<file path="src/rtl/btn_move_conditioner_if.sv">
// Pin-side and player-side signals of the button move conditioner.
// slave: conditioner view (raw buttons in, move strobes and levels out); master: the opposite side.
interface btn_move_conditioner_if;
    logic       btnU_in;
    logic       btnD_in;
    logic       btnR_in;
    logic       btnL_in;
    logic       btnU;
    logic       btnD;
    logic       btnR;
    logic       btnL;
    logic [3:0] btn_level;

    modport master (
        output btnU_in, btnD_in, btnR_in, btnL_in,
        input  btnU, btnD, btnR, btnL, btn_level
    );

    modport slave (
        input  btnU_in, btnD_in, btnR_in, btnL_in,
        output btnU, btnD, btnR, btnL, btn_level
    );
endinterface

</file>
<file path="src/rtl/btn_move_conditioner.sv">
// Button front end: 2-FF sync, debounce, press queue, one spaced move pulse at a time.
// Ports: clk, rst_n (sync, active low), bus (slave): btn*_in raw in; btnU/D/R/L pulses, btn_level {U,D,R,L}.
// Optional auto-repeat while held: define BTN_REPEAT_EN.
module btn_move_conditioner #(
    parameter int DEBOUNCE_CYCLES = 250000,
    parameter int DB_W            = 18,
    parameter int MOVE_GAP        = 4,
    parameter int REPEAT_DELAY    = 50000000,
    parameter int REPEAT_PERIOD   = 12500000
) (
    input logic                    clk,
    input logic                    rst_n,
    btn_move_conditioner_if.slave  bus
);

    if (DEBOUNCE_CYCLES < 1 || (2 ** DB_W) <= DEBOUNCE_CYCLES || MOVE_GAP < 0 ||
        REPEAT_DELAY < 1 || REPEAT_PERIOD < 1) begin : g_bad_params
        $error("btn_move_conditioner: illegal parameter set");
    end

    localparam logic [DB_W-1:0] DB_LAST = DB_W'(DEBOUNCE_CYCLES - 1);

    // GAP state lasts MOVE_GAP-1 cycles; IDLE supplies the last idle cycle.
    localparam int GW = (MOVE_GAP > 2) ? $clog2(MOVE_GAP - 1) : 1;
    localparam logic [GW-1:0] GAP_LOAD = GW'((MOVE_GAP > 1) ? MOVE_GAP - 2 : 0);

    typedef enum logic [1:0] {
        IDLE,
        FIRE,
        GAP
    } state_t;

    function automatic logic [3:0] pick_hi(input logic [3:0] v);
        if (v[3])      return 4'b1000;
        else if (v[2]) return 4'b0100;
        else if (v[1]) return 4'b0010;
        else if (v[0]) return 4'b0001;
        else           return 4'b0000;
    endfunction

    logic [3:0]      sync1;
    logic [3:0]      sync2;
    logic [3:0]      level;
    logic [DB_W-1:0] db_cnt [4];
    logic [3:0]      accept;
    logic [3:0]      rise;
    logic [3:0]      pending;
    logic [3:0]      rep_set;
    logic [3:0]      clr;

    state_t          state;
    state_t          state_n;
    logic [GW-1:0]   gap_cnt;
    logic [GW-1:0]   gap_n;
    logic [3:0]      move;
    logic [3:0]      move_n;

    // accept: this edge the synchronised value has differed long enough.
    always_comb begin
        accept = '0;
        for (int i = 0; i < 4; i++) begin
            accept[i] = (sync2[i] != level[i]) && (db_cnt[i] == DB_LAST);
        end
        rise = accept & sync2;
    end

    always_ff @(posedge clk) begin
        if (!rst_n) begin
            sync1 <= '0;
            sync2 <= '0;
            level <= '0;
            for (int i = 0; i < 4; i++) begin
                db_cnt[i] <= '0;
            end
        end else begin
            sync1 <= {bus.btnU_in, bus.btnD_in, bus.btnR_in, bus.btnL_in};
            sync2 <= sync1;
            for (int i = 0; i < 4; i++) begin
                if (accept[i]) begin
                    level[i]  <= sync2[i];
                    db_cnt[i] <= '0;
                end else if (sync2[i] != level[i]) begin
                    db_cnt[i] <= db_cnt[i] + 1'b1;
                end else begin
                    db_cnt[i] <= '0;
                end
            end
        end
    end

`ifdef BTN_REPEAT_EN
    localparam int RMAX = (REPEAT_DELAY > REPEAT_PERIOD) ? REPEAT_DELAY : REPEAT_PERIOD;
    localparam int RW   = $clog2(RMAX + 1);

    logic [RW-1:0] rep_cnt;
    logic [RW-1:0] rep_nxt;
    logic [RW-1:0] rep_lim;
    logic          rep_first;
    logic          rep_hit;
    logic [3:0]    held_sel;

    // One counter follows the top-priority held button; any level change restarts it.
    always_comb begin
        held_sel = pick_hi(level);
        rep_nxt  = rep_cnt + 1'b1;
        rep_lim  = rep_first ? RW'(REPEAT_DELAY - 1) : RW'(REPEAT_PERIOD);
        rep_hit  = !(|accept) && (|held_sel) && (rep_nxt >= rep_lim);
        rep_set  = rep_hit ? held_sel : 4'b0000;
    end

    always_ff @(posedge clk) begin
        if (!rst_n) begin
            rep_cnt   <= '0;
            rep_first <= 1'b1;
        end else if (|accept) begin
            rep_cnt   <= '0;
            rep_first <= 1'b1;
        end else if (|held_sel) begin
            if (rep_hit) begin
                rep_cnt   <= '0;
                rep_first <= 1'b0;
            end else begin
                rep_cnt   <= rep_nxt;
            end
        end
    end
`else
    assign rep_set = 4'b0000;
`endif

    always_comb begin
        state_n = state;
        gap_n   = gap_cnt;
        move_n  = '0;
        clr     = '0;
        unique case (state)
            IDLE: begin
                if (|pending) begin
                    clr     = pick_hi(pending);
                    move_n  = clr;
                    state_n = FIRE;
                end
            end
            FIRE: begin
                if (MOVE_GAP <= 1) begin
                    state_n = IDLE;
                end else begin
                    state_n = GAP;
                    gap_n   = GAP_LOAD;
                end
            end
            GAP: begin
                if (gap_cnt == '0) begin
                    state_n = IDLE;
                end else begin
                    gap_n = gap_cnt - 1'b1;
                end
            end
            default: state_n = IDLE;
        endcase
    end

    always_ff @(posedge clk) begin
        if (!rst_n) begin
            state   <= IDLE;
            gap_cnt <= '0;
            move    <= '0;
            pending <= '0;
        end else begin
            state   <= state_n;
            gap_cnt <= gap_n;
            move    <= move_n;
            pending <= (pending & ~clr) | rise | rep_set;
        end
    end

    assign bus.btnU      = move[3];
    assign bus.btnD      = move[2];
    assign bus.btnR      = move[1];
    assign bus.btnL      = move[0];
    assign bus.btn_level = level;

endmodule

</file>
<file path="src/flat_wrapper.sv">
// flat-port wrapper written by rule: the top's interface ports become plain ports
module btn_move_conditioner_flat 
#(
    parameter int DEBOUNCE_CYCLES = 250000,
    parameter int DB_W            = 18,
    parameter int MOVE_GAP        = 4,
    parameter int REPEAT_DELAY    = 50000000,
    parameter int REPEAT_PERIOD   = 12500000
)
  (clk, rst_n, bus_btnU_in, bus_btnD_in, bus_btnR_in, bus_btnL_in, bus_btnU, bus_btnD, bus_btnR, bus_btnL, bus_btn_level);
  btn_move_conditioner_if bus_i ();
  input logic clk;
  input logic rst_n;
  input wire logic [$bits(bus_i.btnU_in)-1:0] bus_btnU_in;
  input wire logic [$bits(bus_i.btnD_in)-1:0] bus_btnD_in;
  input wire logic [$bits(bus_i.btnR_in)-1:0] bus_btnR_in;
  input wire logic [$bits(bus_i.btnL_in)-1:0] bus_btnL_in;
  output wire logic [$bits(bus_i.btnU)-1:0] bus_btnU;
  output wire logic [$bits(bus_i.btnD)-1:0] bus_btnD;
  output wire logic [$bits(bus_i.btnR)-1:0] bus_btnR;
  output wire logic [$bits(bus_i.btnL)-1:0] bus_btnL;
  output wire logic [$bits(bus_i.btn_level)-1:0] bus_btn_level;
  assign bus_i.btnU_in = bus_btnU_in;
  assign bus_i.btnD_in = bus_btnD_in;
  assign bus_i.btnR_in = bus_btnR_in;
  assign bus_i.btnL_in = bus_btnL_in;
  assign bus_btnU = bus_i.btnU;
  assign bus_btnD = bus_i.btnD;
  assign bus_btnR = bus_i.btnR;
  assign bus_btnL = bus_i.btnL;
  assign bus_btn_level = bus_i.btn_level;
  btn_move_conditioner #(.DEBOUNCE_CYCLES(DEBOUNCE_CYCLES), .DB_W(DB_W), .MOVE_GAP(MOVE_GAP), .REPEAT_DELAY(REPEAT_DELAY), .REPEAT_PERIOD(REPEAT_PERIOD)) u_core (.clk(clk), .rst_n(rst_n), .bus(bus_i));
endmodule
</file>
<file path="config.mk">
export PLATFORM = sky130hd
export DESIGN_NAME = btn_move_conditioner_flat
export DESIGN_NICKNAME = d
export VERILOG_FILES = /design/src/rtl/btn_move_conditioner_if.sv /design/src/rtl/btn_move_conditioner.sv /design/src/flat_wrapper.sv
export SDC_FILE = /design/constraint.sdc
export NUM_CORES = 1
export LEC_CHECK = 0
export ABC_AREA = 1
export CAP_MARGIN = 0
export CORE_AREA = 8 8 131 133
export DETAILED_ROUTE_END_ITERATION = 10
export DIE_AREA = 0 0 139 141
export HOLD_SLACK_MARGIN = 0.12
export PLACE_DENSITY = 0.56
export SYNTH_ARGS = -nofsm -noshare
export SYNTH_HDL_FRONTEND = slang
export SYNTH_SLANG_ARGS = --single-unit
export TNS_END_PERCENT = 30
</file>
<file path="constraint.sdc">
create_clock -name clk -period 2.6 [get_ports clk]
set_clock_uncertainty 0.05 [all_clocks]
set_input_delay 0.26 -clock clk [delete_from_list [all_inputs] [get_ports clk]]
set_output_delay 0.26 -clock clk [all_outputs]
set_load 0.005 [all_outputs]
</file>
# Word-level counts from Yosys, hierarchy flattened
# Memory sizes are Yosys's and may differ from the RTL's.
# Index checks and enable logic that the tools add are counted.
# totals
ff_bits	24
latch_bits	0
mem_bits_rw	72
romBits	0
wordCells	123
n_memories	1
# classes
add_sub_neg	5
multipliers	0
div_mod_pow	0
n_lt_le_gt_ge	0
eq_ne	13
shift	0
mux	68
n_bitwise	16
reduce_logical	10
# mem_list
memory	depth	width	read_ports	rd_ports_with_merged_regs	write_ports	line	source
u_core.db_cnt	4	18	4	0	4	btn_move_conditioner.sv:44	logic [DB_W-1:0] db_cnt [4];
# ops
operator	n
$mux W18	12
$add A18 B1 Y18 const B	4
$eq A18 B18 Y1 const B	4
$mux W1	46
$mux W4	5
$or A1 B1 Y1	12
$and A4 B4 Y4	2
$mux W2	3
$pmux W2 S3	1
$logic_and A1 B1 Y1	4
$logic_not A2 Y1	2
$ne A1 B1 Y1	4
$ne A2 B1 Y1 const B	2
$not A4 Y4	1
$or A4 B4 Y4	1
$pmux W2 S2	1
$reduce_and A2 Y1	2
$reduce_or A4 Y1	1
$eq A2 B1 Y1 const B	1
$eq A2 B2 Y1 const B	1
$ne A2 B2 Y1 const B	1
$reduce_bool A2 Y1	1
$sub A2 B1 Y2 const B	1

# Logic depth before layout (Yosys ltp)
# logic_depth
ltp_word	9
ltp_mapped	9

# Worst setup path after synthesis
# No wires, ideal clock.
# synth_timing
kind	register to register
start	memory u_core.db_cnt[0][0]
end	memory u_core.db_cnt[0][12], data pin
setup_time_ps	254
t_arrival_ps	1361
t_required_ps	2296
slack_ps	934
path_stages_with_launch	8
n_path_buf	1
path_cell_list	edfxtp_1 -> ha_1 -> nand3_2 -> clkinv_2 -> nand3_4 -> o21ai_4 -> buf_8 -> nor2_2
# synth_rtl
element	line
start, declared	btn_move_conditioner.sv:44

==> reports/qor.txt <==
===============================================================================================
Clock sinks                                                                                  96
Number of failing hold endpoints at the final stage                                           0
Synthesized instance count                                                                  689
Clock buffers created by TritonCTS                                                            9
Seq/Total Area, Yosys                                                                     0.486
Grt total ovfl                                                                                0
Initial drt markers                                                                         251
Most common cell after layout, fill and taps aside                                      nand2_1
Number of remaining DRC errors                                                                0
Total wirelength of the detailed-routed design                                        10,300 µm
Relative contribution of combinational cells to total power                               0.047
TNS Setup                                                                                  0 ps
Number of buffers inserted by post-CTS setup repair                                           0
Die Height                                                                               141 µm
Max IR drop VDD                                                                      0.000250 V
Max Transition Viols Final                                                                    0
Share of flip-flops with an asynchronous set or reset                                         0
Starting density of the core                                                              0.363
Slew at the pin closest to its max-slew limit                                            602 ps
Number of placement rows                                                                     45
Quantity of gates resized following cts                                                       0
DP Worst Slack                                                                           612 ps
Number of nets in the finished design                                                       790
Number of top-level pins                                                                     14
Insertion delay of the later-clocked pin in the worst-skew pair                          350 ps
Number of warnings printed during yosys synthesis                                             0
Worst-path maximum fanout                                                                    16
Seq cells post-synth                                                                         96
Number of synthesized flops with an enable pin                                               72
Deepest level of the CTS H-tree                                                               3
Worst relative slew slack                                                                 0.597
Setup repair after global routing missed its margin                                          no
Post-synth top flop                                                                    edfxtp_1
Clock input transition at the sequential cells of the worst setup and hold paths          70 ps
Max Fclk                                                                              0.504 GHz
Bufs on Longest Clock Path                                                                    2
Via-to-Cell Ratio                                                                          4.33
Worst-path cell with the longest stage delay                                            o21ai_4
Crit path launch type                                                                      flop
Total Die Area                                                                       19,600 µm²
Area growth from synthesis to layout                                                      16.2%
Reg power frac                                                                            0.539
Maximum cell stage delay along the critical path                                         500 ps
Count of max-cap constraint violations                                                        0
Cell chain of the critical path                                                    ha_1 > nand3_2 > clkinv_2 > nand3_4 > o21ai_4 > a21oi_1
Number of endpoints failing setup at the final stage                                          0
Clock group share of total power                                                          0.413
Avg WL per Cell                                                                         10.6 µm
First-pass GRT wire length                                                            18,000 µm
Net switching power                                                                      728 µW
Total global-route track usage                                                            0.112
Number of global-route vias before repair                                                 3,947
CTS tree                                                                                    yes
Count of buffers inserted at the top-level ports                                             13
Crit path required time                                                                 2620 ps
Switching share of power                                                                  0.223
Leading cell types in the layout, fill and taps excluded                           nand2_1, nor2_1, inv_1, edfxtp_1, conb_1
Width of the die                                                                         139 µm
Count of different cell masters after synthesis                                              34
Internal power of the cells                                                             2.53 mW
Arrival time at the worst endpoint                                                      2000 ps
Maximum number of pins on one net before global-route repair                                 19
Post-synthesis cell area                                                               5440 µm²
Kind of critical path                                                              flop to flop
Cell at the root of the clock tree                                                    clkbuf_16
HPWL after DPL                                                                          7730 µm
Post-Synthesis Mean Instance Area                                                      7.89 µm²
Result of the run                                                                  finished, final reports clean
Fraction of final layout cells with drive strength greater than 1                        0.0702
Final period utilization                                                                  0.763
Leakage                                                                                 2.54 nW
Routability-driven placement congestion ratio                                             0.802
Min-delay worst type                                                               flop to flop
Number of hold buffers added after cts                                                        0
Worst setup slack after layout                                                           617 ps
Core area                                                                            15,000 µm²
Initial antenna violation count                                                               0
Endpoint kind of the worst setup timing path                                               flop
Total inserted antenna cells                                                                  0
Vias after detailed routing                                                               4,201
Power per cell area                                                                  516 nW/µm²
Post-layout minimum cycle time                                                          1980 ps
Final ANT Viol Nets                                                                           0
First-pass iteration count of the detailed router                                             4
===============================================================================================
kinds of logic (layout without fill, tap and decap cells):
group,after synthesis,in the layout,synth area share
and+or+nand+nor,408,408,0.329
buffers and inverters,99,122,0.0755
DFF,96,96,0.486
AOI/OAI and AO/OA,49,49,0.0479
xor gates and xnor gates,31,31,0.0499
adders and majority gates,5,5,0.0115
other,1,72,0.000689
routing by layer:
metal / up-vias / part of all wire / global-route usage / wire [µm]
met4: 0 / 0.020 / 0.0566 / 208
met5: - / 0 / 0 / 0
met1: 1853 / 0.52 / 0.145 / 5300
li1: 2299 / - / - / -
met3: 12 / 0.026 / 0.0199 / 263
met2: 37 / 0.44 / 0.175 / 4510
power by group through the flow:
| stage | combinational, mW | clock (mW) | sequential (mW) |
|---|---|---|---|
| after global placement | 0.152 | 0 | 1.79 |
| after detailed placement | 0.152 | 0 | 1.79 |
| after floorplan | 0.128 | 0 | 1.77 |
| after global routing | 0.183 | 1.44 | 1.77 |
| final | 0.154 | 1.35 | 1.76 |
| after CTS | 0.153 | 1.39 | 1.76 |
final cells by class:
class / instances / area [µm²]
multi-input cells: 565 / 2650
well taps: 188 / 235
inverters: 93 / 350
fillers: 1577 / 8660
clock buffers: 13 / 292
flip-flops and latches: 96 / 2640
repair buffers: 14 / 138
clock inverters: 2 / 10.0
cell usage after synthesis, types with 2 or more instances:
cell type | instances | area share
buf_6 | 3 | 0.0062
inv_1 | 88 | 0.061
ha_1 | 5 | 0.012
nor2_2 | 17 | 0.020
dfxtp_1 | 24 | 0.088
nand3_1 | 38 | 0.035
edfxtp_1 | 72 | 0.40
nand2_2 | 3 | 0.0035
nor2_1 | 135 | 0.093
nand3b_1 | 4 | 0.0055
xnor2_1 | 10 | 0.016
o21ai_0 | 14 | 0.013
inv_2 | 4 | 0.0028
nor2_4 | 4 | 0.0083
or2_0 | 2 | 0.0023
nand4_1 | 15 | 0.017
nor3_1 | 3 | 0.0028
nand2_1 | 177 | 0.12
nand3_4 | 2 | 0.0064
nand3_2 | 3 | 0.0055
or2_2 | 2 | 0.0023
a21oi_1 | 32 | 0.029
xor2_1 | 21 | 0.034
worst paths after layout:
check / startpoint / slack (ps) / to / cells past startpoint
max: u_core.db_cnt[0][0] / 620 / u_core.db_cnt[0][13] / 6
min: u_core.sync1[0] / 360 / u_core.sync2[0] / 2
max reg2reg: u_core.db_cnt[0][0] / 620 / u_core.db_cnt[0][13] / 6
min reg2reg: u_core.sync1[0] / 360 / u_core.sync2[0] / 2
critical path: cells and delay by family, from the launching register on:
kind                       cells  cell delay, ps
AOI/OAI and AO/OA              2             600
adders and majority gates      1             250
buffers and inverters          1             110
DFF                            1             470
and+or+nand+nor                2             220
sequential cells by signal, indices dropped and copies added, names as in the netlist:
name and count:
u_core.sync1 4, u_core.bus.btn_level 4, u_core.state 2, u_core.db_cnt 72, u_core.move 4, u_core.sync2 4
u_core.gap_cnt 2, u_core.pending 4
metrics by stage:
stage                     instances  hold WS (ps)   util  power, mW  area, µm²
after floorplan                 760           308      -       1.90       5710
after global placement          956           343  0.402       1.94       6020
after detailed placement        956           345  0.402       1.94       6020
after CTS                       971           362  0.422       3.30       6320
after global routing            971           378  0.422       3.39       6320
final                           971           359  0.422       3.26       6320
No activity file was read; power rests on OpenSTA's default activity.
